**config.mk**
```make
export PLATFORM = sky130hd
export DESIGN_NAME = linear_sorter_ctrl
export DESIGN_NICKNAME = d
export VERILOG_FILES = /design/src/rtl/sorter_pkg.sv /design/src/rtl/sorter_read_mux.sv /design/src/rtl/linear_sorter_ctrl.sv
export SDC_FILE = /design/constraint.sdc
export NUM_CORES = 1
export LEC_CHECK = 0
export ABC_AREA = 0
export CAP_MARGIN = 20
export CORE_UTILIZATION = 38
export CTS_CLUSTER_SIZE = 16
export DETAILED_ROUTE_END_ITERATION = 6
export PLACE_DENSITY = 0.81
export SYNTH_ARGS = -nofsm -noshare
export SYNTH_HDL_FRONTEND = slang
export SYNTH_SLANG_ARGS = --single-unit
```
**constraint.sdc**
```tcl
create_clock -name clk -period 2.75 [get_ports clk]
set_input_delay 0.4125 -clock clk [delete_from_list [all_inputs] [get_ports clk]]
set_output_delay 0.4125 -clock clk [all_outputs]
set_load 0.01 [all_outputs]
```
**src/rtl/sorter_pkg.sv**
```systemverilog
// Shared types and constants for the linear sorter controller.
package sorter_pkg;

    localparam int unsigned DATA_W = 8;
    localparam logic [DATA_W-1:0] SENTINEL = 8'hFF;

    typedef enum logic [1:0] {
        CLEAR,
        LOAD,
        FLUSH,
        DRAIN
    } sorter_state_e;

endpackage

```
**src/rtl/sorter_read_mux.sv**
```systemverilog
// DEPTH-way byte selector over the concatenated cell bus; cell 0 sits in bits [7:0].
module sorter_read_mux
    import sorter_pkg::*;
#(
    parameter int unsigned DEPTH = 8,
    parameter int unsigned IdxW  = 4
) (
    input  logic [DATA_W*DEPTH-1:0] cell_data,
    input  logic [IdxW-1:0]         idx,
    output logic [DATA_W-1:0]       data
);

    always_comb begin
        data = '0;
        for (int i = 0; i < DEPTH; i++) begin
            if (idx == IdxW'(i)) begin
                data = cell_data[i*DATA_W +: DATA_W];
            end
        end
    end

endmodule

```
**src/rtl/linear_sorter_ctrl.sv**
```systemverilog
// Frame sequencer for the smart8bitcell sorter chain: load, flush, drain, clear.
// Define LINEAR_SORTER_CTRL_DESCENDING_EN to drain largest-first.
module linear_sorter_ctrl
    import sorter_pkg::*;
#(
    parameter int unsigned DEPTH = 8
) (
    input  logic                    clk,
    input  logic                    reset,
    input  logic                    in_valid,
    input  logic [DATA_W-1:0]       in_data,
    input  logic                    in_last,
    output logic                    in_ready,
    output logic                    out_valid,
    output logic [DATA_W-1:0]       out_data,
    output logic                    out_last,
    input  logic                    out_ready,
    output logic                    arr_clear,
    output logic [DATA_W-1:0]       arr_new_data,
    input  logic [DATA_W*DEPTH-1:0] arr_cell_data,
    output logic                    frame_trunc,
    output logic                    busy
);

    localparam int unsigned CntW = $clog2(DEPTH + 1);
    localparam logic [CntW-1:0] DepthC = CntW'(DEPTH);
    localparam logic [CntW-1:0] OneC   = CntW'(1);

    sorter_state_e     state_q, state_d;
    logic [CntW-1:0]   count_q, count_d;
    logic [CntW-1:0]   idx_q, idx_d;
    logic [DATA_W-1:0] new_data_q, new_data_d;
    logic              trunc_q, trunc_d;

    logic [CntW-1:0]   idx_first;
    logic [CntW-1:0]   idx_final;
    logic [CntW-1:0]   idx_next;
    logic              accept;

`ifdef LINEAR_SORTER_CTRL_DESCENDING_EN
    assign idx_first = count_q - OneC;
    assign idx_final = '0;
    assign idx_next  = idx_q - OneC;
`else
    assign idx_first = '0;
    assign idx_final = count_q - OneC;
    assign idx_next  = idx_q + OneC;
`endif

    always_comb begin
        state_d    = state_q;
        count_d    = count_q;
        idx_d      = idx_q;
        new_data_d = SENTINEL;
        trunc_d    = 1'b0;
        in_ready   = 1'b0;
        accept     = 1'b0;

        unique case (state_q)
            CLEAR: begin
                count_d = '0;
                idx_d   = '0;
                state_d = LOAD;
            end
            LOAD: begin
                in_ready = (count_q < DepthC);
                accept   = in_valid && in_ready;
                if (accept) begin
                    new_data_d = in_data;
                    count_d    = count_q + OneC;
                    if (in_last || (count_d == DepthC)) begin
                        state_d = FLUSH;
                        // Full without in_last: the rest of the stream starts the next frame.
                        trunc_d = !in_last;
                    end
                end
            end
            FLUSH: begin
                idx_d   = idx_first;
                state_d = DRAIN;
            end
            DRAIN: begin
                if (out_ready) begin
                    if (idx_q == idx_final) begin
                        state_d = CLEAR;
                    end else begin
                        idx_d = idx_next;
                    end
                end
            end
            default: state_d = CLEAR;
        endcase
    end

    always_ff @(posedge clk or negedge reset) begin
        if (!reset) begin
            state_q    <= CLEAR;
            count_q    <= '0;
            idx_q      <= '0;
            new_data_q <= SENTINEL;
            trunc_q    <= 1'b0;
        end else begin
            state_q    <= state_d;
            count_q    <= count_d;
            idx_q      <= idx_d;
            new_data_q <= new_data_d;
            trunc_q    <= trunc_d;
        end
    end

    sorter_read_mux #(
        .DEPTH (DEPTH),
        .IdxW  (CntW)
    ) u_read_mux (
        .cell_data (arr_cell_data),
        .idx       (idx_q),
        .data      (out_data)
    );

    // Everything below decodes registered state only; out_ready never reaches the outputs.
    assign out_valid    = (state_q == DRAIN);
    assign out_last     = (state_q == DRAIN) && (idx_q == idx_final);
    assign arr_clear    = (state_q == CLEAR);
    assign arr_new_data = new_data_q;
    assign frame_trunc  = trunc_q;
    assign busy         = !((state_q == LOAD) && (count_q == '0));

endmodule
```
==> impl_metrics.yaml, run 1 <==
timing:
  rsz0062_at_grt: "no"
  hold_viol: 0
  finClkSkew_ps: 5.89
  setup_violations: 0
  max_slew.worst_pin.slew_ps: 843
  drv_slew: 0
  fin_crit_ps: 2610
  slew_headroom_pct: 43.6
  final.setup.tns_ps: 0
  fin_hold_ws_ps: 586
  finalCritPeriodShare_pct: 94.9
  max_clock_freq_mhz: 383
critical_path:
  crit_family: "buffers and inverters"
  critPathRequiredTime_ps: 2340
  arrival_ps: 2200
  cp-end-kind: "output port"
  cp-start-kind: "flop"
  crit_type: "flop to output port"
  cpPeakStageDelay_ps: 440
  crit_path_cell_trace: "buf_4 -> ha_1 -> nor2_2 -> inv_1 -> a21oi_1 -> buf_4 -> o21ai_0 -> o32ai_1 -> dlygate4sd2_1"
  crit_path_max_fanout: 7
  critPathMostFrequentCell: "buf_4"
  cpMaxStageDelayCell: "dfrtp_2"
  path_buf_inv: 4
grt:
  antenna_found_initial: 0
  grt_max_degree: 20
  grt-ovfl-total: 0
  grt_first_pass_wirelength_um: 8020
  grt_pass1_vias: 1669
  grt_util_all_layers_pct: 23.2
synth:
  async_flop_share_pct: 100
  syn-num-nets: 277
  synth_top_area_cell: "dfrtp_1"
  yosysUniqueCellTypes: 44
  syn-cell-area_mm2: 0.00165
  synth_ff_type: "dfrtp_1"
  syn-instance-count: 189
  yosys.area.top_type_share_pct: 16.7
  yosys_warnings: 0
  seq_area_frac_synth_pct: 29.5
  ys_ff_latch: 19
  synth_edf_count: 0
  synth_area_leaders: "dfrtp_1, dfstp_2, ha_1"
  synth.avg_cell_area_um2: 8.72
place:
  hpwl_um: 4300
  io_buffers: 98
  globalplace.congestion: 0.788
clock_tree:
  ctsHoldBuffers: 0
  root_buffer: "clkbuf_8"
  clkSinkCount: 19
  path_clk_slew_ps: 70
  ctsLongestPathBuffers: 2
  htree_levels: 1
  clock_latency_ps: 260
  cts_tree: "yes"
  numCtsBuffers: 3
layout:
  regArea_um2: 488
  n_fill_cell: 338
  multiInputGateArea_mm2: 0.00104
  syn_to_final_growth_pct: 69.0
  antennaDiodeCount: 0
  layout-drive-gt1-share_pct: 18.2
  layout.nets: 380
routing:
  drt_pass1_iterations: 4
  vias: 1833
  drc: 0
  ant_nets: 0
  vias_per_cell: 5.38
  wl_per_cell_um: 16.1
  wl_um: 5480
  drtIter0Drc: 123
pwr:
  p_leak_nw: 1.13
  power_density_mw_per_mm2: 763
  worst_ir_drop_vdd_uv: 491
floorplan:
  coreArea_mm2: 0.00409
  io_pins: 99
  start_util_pct: 40.3
  rows: 23
  die_area_mm2: 0.00460
  die_w_um: 67.9
  dieHeight_um: 67.9
run_status:
  outcome: "finished, final reports clean"
min_path:
  hold_path.class: "flop to flop"
run:
  max-cap-violations: 0
==> metrics by stage <==
stage | setup WS, ps | std cells | instance area (um2) | power (W) | util [%]
floorplan | 532 | 189 | 1650 | 0.00130 | -
global placement | 22.9 | 336 | 2710 | 0.00193 | 66.4
detailed placement | -15.8 | 336 | 2710 | 0.00195 | 66.4
CTS | 60.2 | 340 | 2760 | 0.00208 | 67.4
global route | 1.31 | 341 | 2790 | 0.00229 | 68.2
finish | 140 | 341 | 2790 | 0.00212 | 68.2
==> synthesized netlist by cell type (all sizes together) (2+ instances only) <==
cell type / instances
dfstp: 8
o21ai: 15
dfrtp: 11
nand3b: 3
nand2: 6
a221oi: 8
nor3: 2
nand2b: 3
nor2b: 2
ha: 11
clkbuf: 7
or2: 8
inv: 21
a221o: 8
xor2: 3
buf: 7
nor2: 4
xnor2: 2
nand3: 9
mux2i: 3
mux2: 2
o32ai: 7
a22oi: 7
a21oi: 17
==> cell type report <==
class | instances | area share [%]
clock inverter | 1 | 0.270
tap | 50 | 2.25
inverter | 21 | 2.83
multi-input combinational | 135 | 37.3
clock buffer | 3 | 1.48
timing repair buffer | 112 | 38.4
sequential | 19 | 17.5
==> power breakdown <==
part           total (W)  switching, W  internal, W
Combinational    0.00152      0.000726     0.000794
Clock           0.000207      0.000104     0.000102
Sequential      0.000398     0.0000450     0.000353
==> state kept, by name (all words and copies together) (netlist names) <==
register and cells:
idx_q 4, arr_new_data 8, frame_trunc 1, count_q 4
state_q 2
==> worst register-to-register path, cell delays in order (launching register included) <==
cell     delay (ps)
dfrtp_2         400
inv_1            70
ha_1            250
xor2_1          190
nand2_1          80
o22ai_2         200
buf_4           180
o21ai_2          80
mux2_4          290
==> final timing paths <==
kind                       depth (start not counted)                     end  slack (ps)                   start
setup / recovery                                   9             out_data[3]         140    idx_q[1]$_DFFE_PN0P_
hold / removal                                     1  state_q[1]$_DFFE_PN0P_         590  state_q[1]$_DFFE_PN0P_
setup reg to reg                                   8  state_q[1]$_DFFE_PN0P_         880  count_q[1]$_DFFE_PN0P_
hold reg to reg                                    1  state_q[1]$_DFFE_PN0P_         590  state_q[1]$_DFFE_PN0P_
max in group asynchronous                          1    idx_q[1]$_DFFE_PN0P_        1550                   reset
min in group asynchronous                          1   frame_trunc$_DFF_PN0_         630                   reset
==> layout by cell type, fill, tap and decap left out, drive strengths merged, types with 3 or more instances in the layout <==
| cell | instances |
|---|---|
| clkdlybuf4s50 | 90 |
| inv | 21 |
| a21oi | 17 |
| o21ai | 15 |
| buf | 14 |
| ha | 11 |
| dfrtp | 11 |
| nand3 | 9 |
| or2 | 8 |
| a221o | 8 |
| dfstp | 8 |
| a221oi | 8 |
| a22oi | 7 |
| o32ai | 7 |
| nand2 | 6 |
| dlygate4sd2 | 5 |
| clkbuf | 5 |
| nor2 | 4 |
| nand3b | 3 |
| nand2b | 3 |
| xor2 | 3 |
| mux2i | 3 |
==> routing by layer <==
layer  routed length (um)  GRT usage [%]  vias to the layer above
li1                     -              -                      904
met1                 2420           31.6                      843
met2                 2490           37.3                       78
met3                  476           4.67                        8
met4                   87           5.99                        0
met5                    0              0                        -
==> cells by family after synthesis <==
| group | Yosys count | synth area share, % |
|---|---|---|
| xor+xnor | 5 | 3.11 |
| simple gates | 43 | 15.2 |
| mux | 5 | 3.42 |
| buf+inv | 35 | 9.42 |
| compound gates | 71 | 31.1 |
| flops | 19 | 29.5 |
| fa+ha+maj | 11 | 8.35 |
==> what timing repair did <==
item                       4_1_cts  5_1_grt
pin swaps                        0        1
setup buffers                    0        1
setup endpoints to repair        9        8
resized for setup               10       14
No activity file was read; power rests on OpenSTA's default activity.
==> inputs of run 2 (changes only) <==
--- a/config.mk
+++ b/config.mk
@@ -7,10 +7,10 @@
 export LEC_CHECK = 0
 export ABC_AREA = 0
 export CAP_MARGIN = 20
-export CORE_UTILIZATION = 38
+export CORE_UTILIZATION = 34
 export CTS_CLUSTER_SIZE = 16
 export DETAILED_ROUTE_END_ITERATION = 6
-export PLACE_DENSITY = 0.81
+export PLACE_DENSITY = 0.77
 export SYNTH_ARGS = -nofsm -noshare
 export SYNTH_HDL_FRONTEND = slang
 export SYNTH_SLANG_ARGS = --single-unit
==> constraint.sdc (replaced) <==
create_clock -name clk -period 2.15 [get_ports clk]
set_input_delay 0.3225 -clock clk [delete_from_list [all_inputs] [get_ports clk]]
set_output_delay 0.3225 -clock clk [all_outputs]
set_load 0.01 [all_outputs]
==> impl_metrics.yaml, run 2 (synthesized netlist as in run 1, its figures left out) <==
critical_path:
  cp-end-kind: "output port"
  reg2reg_to: "state_q[1]$_DFFE_PN0P_"
  reg2reg_depth: 8
  crit_path_max_fanout: 6
  crit_type: "flop to output port"
  cp-start-kind: "flop"
  r2r_slack_ps: 230
  arrival_ps: 2030
  r2r_start: "idx_q[1]$_DFFE_PN0P_"
  critPathRequiredTime_ps: 1830
  startpoint: "idx_q[0]$_DFFE_PN0P_"
place:
  io_buffers: 98
  dp_cells: 348
  placed_area_mm2: 0.00280
  hpwl_um: 4340
  globalplace.congestion: 0.846
clock_tree:
  clock_latency_ps: 260
  numCtsBuffers: 3
  cts_tree: "yes"
  path_clk_slew_ps: 80
  ctsLongestPathBuffers: 2
  root_buffer: "clkbuf_8"
  clkSinkCount: 19
  htree_levels: 1
floorplan:
  dieHeight_um: 71.6
  die_w_um: 71.6
  rows: 24
  die_area_mm2: 0.00513
  start_util_pct: 36.6
  io_pins: 99
  coreArea_mm2: 0.00450
grt:
  antenna_found_initial: 0
  grt-ovfl-total: 0
  grt_pass1_vias: 1931
  grt_first_pass_wirelength_um: 9200
  grt_util_all_layers_pct: 22.6
  grt_max_degree: 20
layout:
  regArea_um2: 487
  final_cells: 358
  final_area_mm2: 0.00308
  syn_to_final_growth_pct: 87.0
  final_common_cell: "clkdlybuf4s50_1"
  fin_util_pct: 68.4
  n_fill_cell: 348
  antennaDiodeCount: 0
  most-common-layout-cells: "clkdlybuf4s50_1, buf_4, inv_1"
  layout.nets: 395
  layout-drive-gt1-share_pct: 32.0
  multiInputGateArea_mm2: 0.00119
  largest_reg_flops: 8
timing:
  finalCritPeriodShare_pct: 109
  slew_headroom_pct: 71.2
  fin_hold_ws_ps: 387
  setup_violations: 8
  drv_slew: 0
  final.setup.tns_ps: -1280
  worst_slack_ps: -198
  finClkSkew_ps: 5.62
  max_slew.worst_pin.slew_ps: 431
  max_clock_freq_mhz: 426
  fin_crit_ps: 2350
  hold_viol: 0
  rsz0062_at_grt: "yes"
routing:
  wl_um: 6050
  drc: 0
  drtIter0Drc: 112
  ant_nets: 0
  vias: 1969
  drt_pass1_iterations: 5
  wl_per_cell_um: 16.9
  vias_per_cell: 5.50
min_path:
  hold_path.class: "primary input to async pin"
pwr:
  worst_ir_drop_vdd_uv: 737
  power_density_mw_per_mm2: 1020
  p_leak_nw: 1.24
run:
  max-cap-violations: 0
run_status:
  outcome: "complete, but fails checks"
  violations: "negative setup slack"
run 2: what timing repair did:
item / 4_1_cts / 5_1_grt
cloned: 0 / 1
pin swaps: 21 / 19
hold buffers: 0 / 0
resized for setup: 68 / 21
setup buffers: 7 / 1
endpoints found under the setup margin: 10 / 9
run 2: layout make-up:
class	count	area share [%]
clock inverters	1	0.244
multi-input cells	135	38.6
flip-flops and latches	19	15.8
well taps	52	2.11
repair buffers	127	39.3
inverters	21	2.56
clock buffers	3	1.34
run 2: metrics by stage:
stage / setup WS (ps) / total power [W]
after floorplan: 21.5 / 0.00167
after global placement: -399 / 0.00256
after detailed placement: -458 / 0.00260
after CTS: -178 / 0.00295
after global routing: -245 / 0.00337
final: -198 / 0.00314
run 2: routing by layer:
metal / share of wire, % / global-route usage [%]
met1: 39 / 27.1
met2: 50 / 41.5
met4: 1.2 / 5.66
met5: 0 / 0
met3: 9.7 / 4.36
run 2: worst max path at each step:
stage / depth (start not counted) / to / slack [ps]
global placement: 8 / out_data[0] / -400
CTS: 7 / out_data[0] / -180
finish: 7 / out_data[0] / -200
global route: 7 / out_data[5] / -240
floorplan: 8 / out_data[0] / 20
detailed placement: 8 / out_data[0] / -460
run 2: power by group:
group	switching, W	internal [W]
logic	0.00112	0.00126
registers	0.0000489	0.000450
clock network	0.000127	0.000131
run 2: critical path, cell delays in order (launching register included):
cell and delay, ps:
dfrtp_1 400, buf_6 140, ha_4 180, buf_8 130, a221o_1 350, a221oi_2 270, o32ai_1 120, buf_2 170
